===== config.mk =====
export PLATFORM = sky130hd
export DESIGN_NAME = hazard_scoreboard_unit
export DESIGN_NICKNAME = d
export VERILOG_FILES = /design/src/rtl/hazard_scoreboard_unit.sv
export SDC_FILE = /design/constraint.sdc
export NUM_CORES = 1
export LEC_CHECK = 0
export BUFFER_PORTS_ARGS = -buffer_cell sky130_fd_sc_hd__buf_4
export CAP_MARGIN = 20
export CORE_ASPECT_RATIO = 1.2
export CORE_MARGIN = 2
export CORE_UTILIZATION = 61
export CTS_CLUSTER_SIZE = 28
export DETAILED_ROUTE_END_ITERATION = 16
export PLACE_DENSITY = 0.79
export SETUP_SLACK_MARGIN = 0.1
export SYNTH_ARGS = -nofsm -noshare
export SYNTH_HDL_FRONTEND = slang
export SYNTH_SLANG_ARGS = --single-unit

===== constraint.sdc =====
create_clock -name clk -period 2.22 [get_ports clk]
set_input_delay 0.222 -clock clk [delete_from_list [all_inputs] [get_ports clk]]
set_output_delay 0.222 -clock clk [all_outputs]
set_load 0.02 [all_outputs]

===== src/rtl/hazard_scoreboard_unit.sv =====
// Pipeline hazard unit: M/W forwarding, load-use stall and a countdown
// scoreboard covering FP RAW, WAW and FP-unit structural hazards.
module hazard_scoreboard_unit #(
    parameter int REG_AW       = 5,
    parameter int FP_LAT       = 4,
    parameter int LAT_W        = 3,
    parameter int FP_PIPELINED = 1
) (
    input  logic              clk,
    input  logic              rst_n,
    input  logic [REG_AW-1:0] Rs1D,
    input  logic [REG_AW-1:0] Rs2D,
    input  logic [REG_AW-1:0] RdD,
    input  logic              RegWriteD,
    input  logic              IsFpD,
    input  logic [REG_AW-1:0] Rs1E,
    input  logic [REG_AW-1:0] Rs2E,
    input  logic [REG_AW-1:0] RdE,
    input  logic [1:0]        ResultSrcE,
    input  logic              IsFpE,
    input  logic              PCSrcE,
    input  logic [REG_AW-1:0] RdM,
    input  logic [REG_AW-1:0] RdW,
    input  logic              RegWriteM,
    input  logic              RegWriteW,
    output logic              StallF,
    output logic              StallD,
    output logic              FlushD,
    output logic              FlushE,
    output logic [1:0]        ForwardAE,
    output logic [1:0]        ForwardBE,
    output logic              FpBusy
);

    localparam int NREGS = 2 ** REG_AW;
    localparam logic [LAT_W-1:0] LOAD_VAL = LAT_W'(FP_LAT);

    logic [LAT_W-1:0] cnt [NREGS];

    // Entry 0 stays zero so x0 can never look busy.
    always_ff @(posedge clk or negedge rst_n) begin
        if (!rst_n) begin
            for (int i = 0; i < NREGS; i++) cnt[i] <= '0;
        end else begin
            cnt[0] <= '0;
            for (int i = 1; i < NREGS; i++) begin
                if (IsFpE && RdE == REG_AW'(i))
                    cnt[i] <= LOAD_VAL;
                else if (cnt[i] != '0)
                    cnt[i] <= cnt[i] - 1'b1;
            end
        end
    end

    always_comb begin
        FpBusy = 1'b0;
        for (int i = 1; i < NREGS; i++)
            if (cnt[i] != '0) FpBusy = 1'b1;
    end

    always_comb begin
        ForwardAE = 2'b00;
        if (Rs1E != '0 && Rs1E == RdM && RegWriteM)
            ForwardAE = 2'b10;
        else if (Rs1E != '0 && Rs1E == RdW && RegWriteW)
            ForwardAE = 2'b01;
    end

    always_comb begin
        ForwardBE = 2'b00;
        if (Rs2E != '0 && Rs2E == RdM && RegWriteM)
            ForwardBE = 2'b10;
        else if (Rs2E != '0 && Rs2E == RdW && RegWriteW)
            ForwardBE = 2'b01;
    end

    logic s1Nz, s2Nz, s1MatchE, s2MatchE, eDst;
    logic lwHz, fpEHz, rawHz, wawHz, strHz, stall;

    assign s1Nz     = Rs1D != '0;
    assign s2Nz     = Rs2D != '0;
    assign eDst     = RdE != '0;
    assign s1MatchE = s1Nz && Rs1D == RdE;
    assign s2MatchE = s2Nz && Rs2D == RdE;

    assign lwHz  = ResultSrcE == 2'b01 && eDst
                 && (s1MatchE || s2MatchE);
    assign fpEHz = IsFpE && eDst && (s1MatchE || s2MatchE);

    // At cnt==1 the result is forwardable, so sources only wait while cnt>=2.
    assign rawHz = (s1Nz && cnt[Rs1D] > LAT_W'(1))
                 || (s2Nz && cnt[Rs2D] > LAT_W'(1));

    assign wawHz = RegWriteD && RdD != '0
                 && (cnt[RdD] != '0 || (IsFpE && RdD == RdE));

    assign strHz = (FP_PIPELINED == 0) && IsFpD && (FpBusy || IsFpE);

    assign stall = lwHz | fpEHz | rawHz | wawHz | strHz;

    assign FlushD = PCSrcE;
    assign FlushE = stall | PCSrcE;
    assign StallF = stall & ~PCSrcE;
    assign StallD = stall & ~PCSrcE;

endmodule

==> impl_metrics.toml <==
[run_status]
run_status = "finished, violations left"
failed_checks = "negative setup slack"

[setup_path]
worst-r2r-setup-slack_ns = 0.18
worstPathRequired_ns = 2.00
rr_endpoint = "cnt[73]$_DFFE_PN0P_"
critical_path.startpoint_type = "flip-flop"
worst-path-max-fanout = 5
critical_path_arrival_ns = 2.38
worst_setup_path_class = "reg -> out"
cell_count_of_the_worst_reg_to_reg_path = 12
setup.worst_path.end = "StallD"
timing.rr.start = "cnt[73]$_DFFE_PN0P_"
crit_path_start = "cnt[44]$_DFFE_PN0P_"
endpoint_kind = "primary output"

[global_routing]
grt_util_all_layers = 0.345
via_count_of_the_first_global_routing_pass = 6673
first_pass_grt_wire_length_um = 32500
total_gr_overflow = 0
number_of_antenna_violations_at_the_first_check_in_global_routing = 0
maximum_number_of_pins_on_one_net_before_global_route_repair = 44

[clock_network]
tritoncts_buffers = 9
ctsHtreeMaxLevel = 3
cts_max_path_buffers = 2
clock_tree.root_cell = "clkbuf_16"
tritoncts = "built"
clk_pin_slew_worst_paths_ns = 0.07
clock_insertion_delay_worst_skew_ns = 0.35
numClockSinks = 93

[floorplan]
die-height_um = 120
core.rowCount = 42
die_width_um = 100
die_area_mm2 = 0.0120
core_region_area_mm2 = 0.0109
io_pins = 59
start_util = 0.621

[final_layout]
drive_gt1_frac = 0.215
fillCellCount = 750
syn2layout_area_growth_pct = 23.0
largest_register_ffs = 93
seq_area_mm2 = 0.00233
num_antenna_cells = 0
final_net_count = 1002
fin_util = 0.764
final_cell_area_mm2 = 0.00835
regMostFlops = "cnt"
mostFrequentLayoutCells = "139 x nor2_1, 125 x buf_4, 92 x dfrtp_1"
most_common_library_cell_in_the_layout_ignoring_fill_and_taps = "nor2_1"
multi_input_area_mm2 = 0.00428
reg.largest.list = "cnt (93)"

[synthesis]
syn-mean-instance-area_um2 = 8.74
edff_count_synth = 0
combinational_family_with_the_most_area_after_synthesis = "simple AND/OR/NAND/NOR gates"
post_synth_and_or_nand_nor_area_fraction = 0.226
syn-instance-count = 777
synth.mux.area_fraction = 0.0485
ys_warnings = 0
async_flop_share = 1.00
synthesis.area_mm2 = 0.00679
synth-seq-cells = 93
yosys_most_used_dff = "dfrtp_1"
yosysSeqAreaShare = 0.343
syn_nets = 889
post_synthesis_adder_cell_area_fraction = 0.114
synth-compound-area-share = 0.127
synth_cell_types = 46
yosys.area_share.xor_xnor = 0.0826

[sta]
clock.fmax_mhz = 384
timing.final.setup_violations = 4
min_period_ns = 2.60
post-route-period-util = 1.17
worst_clock_skew_ns = 0.00297
setup_slack_ns = -0.382
final_count_of_pins_violating_max_slew = 0
slew-limit-headroom = 0.629
final-hold-violation-count = 0
least_margin_pin_slew_ns = 0.556
rsz0062_at_grt = "yes"

[job]
maxCapViolCount = 0

[route]
ant_nets = 0
post_drt_wl_per_cell_um = 19.2
post-route-drc-count = 0
drt_first_pass_iters = 5
drt_iter0_drc = 484
routed-via-count = 6407
vias_per_cell = 6.24
drt_wl_total_um = 19700

[placed_design]
post_dp_cell_area_mm2 = 0.00766
place_hpwl_um = 14700
port-buffer-count = 57
finalWeightedCongestion = 1.02
pre_cts_slack_ns = -0.139

[pwr]
p_seq_frac = 0.313
p_leak_nw = 3.79
power_switching_mw = 4.69
vdd_drop_max_v = 0.000782
report.power.total_mw = 11.2
combPwrFrac = 0.545
power.switching_fraction = 0.417
power.clock.fraction = 0.141
power_density_mw_per_mm2 = 1350
p_int_mw = 6.55

[worst_hold_path]
holdCritPathClass = "in -> reg"
## kinds of logic (layout without fill, tap and decap cells)
family | Yosys count | count (layout)
multiplexers | 25 | 25
XOR/XNOR | 64 | 64
flip-flops | 93 | 93
adder cells (fa/ha/maj) | 62 | 62
AND/OR/NAND/NOR | 308 | 308
AO/OA/AOI/OAI | 124 | 124
buffers and inverters | 101 | 219
## synth_stat cells (7+ instances only)
cell        n  share of area
nor3_1     34          0.025
o21ai_0    26          0.019
mux2i_1    19          0.028
nor3b_1     7         0.0077
a211oi_1   42          0.046
clkbuf_1   17         0.0094
nand2b_1   37          0.034
a21oi_1    17          0.013
nor2_1    142          0.079
nand2_1    12         0.0066
nor4_1     34          0.031
xnor2_1    56          0.072
nor2b_1    11          0.010
a311oi_1   10          0.013
xor2_1      8          0.010
a211o_1    12          0.015
ha_1       62           0.11
inv_1      72          0.040
dfrtp_1    93           0.34
nand4_1    10         0.0092
## how the worst min path moves through the flow
stage	slack [ns]	from	to	cells after the start
after floorplan	-0.07	rst_n	cnt[0]$_DFFE_PN0P_	0
after global placement	0.24	rst_n	cnt[64]$_DFFE_PN0P_	1
after detailed placement	0.25	rst_n	cnt[64]$_DFFE_PN0P_	1
after CTS	0.27	IsFpE	cnt[86]$_DFFE_PN0P_	3
after global routing	0.30	IsFpE	cnt[86]$_DFFE_PN0P_	3
final	0.28	IsFpE	cnt[86]$_DFFE_PN0P_	3
## metrics by stage
| step | hold slack [ns] | instances | TNS [ns] |
|---|---|---|---|
| 4_1_cts | 0.274 | 1022 | -1.17 |
| 3_5_place_dp | 0.248 | 990 | -0.317 |
| 2_1_floorplan | -0.0736 | 777 | 0 |
| 3_3_place_gp | 0.237 | 990 | -0.152 |
| 5_1_grt | 0.295 | 1027 | -1.55 |
| 6_report | 0.282 | 1027 | -1.28 |
## metal layers
metal  track usage  share of wire  vias to the layer above
met1         0.420           0.37                     3064
li1              -              -                     2948
met4         0.176          0.051                        0
met3        0.0448          0.083                       75
met2         0.593           0.49                      320
met5             0              0                        -
## worst max-delay path, stage by stage (launching register included)
cell     delay (ns)
dfrtp_1        0.41
nor2_1         0.06
mux4_2         0.47
or4b_1         0.47
nand4_1        0.09
nor4_1         0.06
buf_4          0.17
a31oi_4        0.16
buf_6          0.14
## power by group through the flow
stage	clock network, mW	logic, mW	registers, mW
2_1_floorplan	0	3.71	3.36
3_3_place_gp	0	4.98	3.42
3_5_place_dp	0	5.41	3.49
4_1_cts	1.61	5.93	3.50
5_1_grt	1.66	6.83	3.63
6_report	1.59	6.13	3.52
## layout make-up
class	instances	area share
Clock buffer	11	0.0291
Sequential cell	93	0.279
Inverter	73	0.0328
Multi-Input combinational cell	583	0.512
Clock inverter	5	0.00719
Tap cell	132	0.0198
Timing Repair Buffer	130	0.120
## what timing repair did
| action | 4_1_cts | 5_1_grt |
|---|---|---|
| endpoints found under the hold margin | 38 | 0 |
| pin swaps | 12 | 5 |
| hold buffers | 1 | 0 |
| setup buffers | 15 | 8 |
| setup endpoints to repair | 4 | 6 |
| resized for setup | 43 | 12 |
Power figures use the tool's default switching activity.
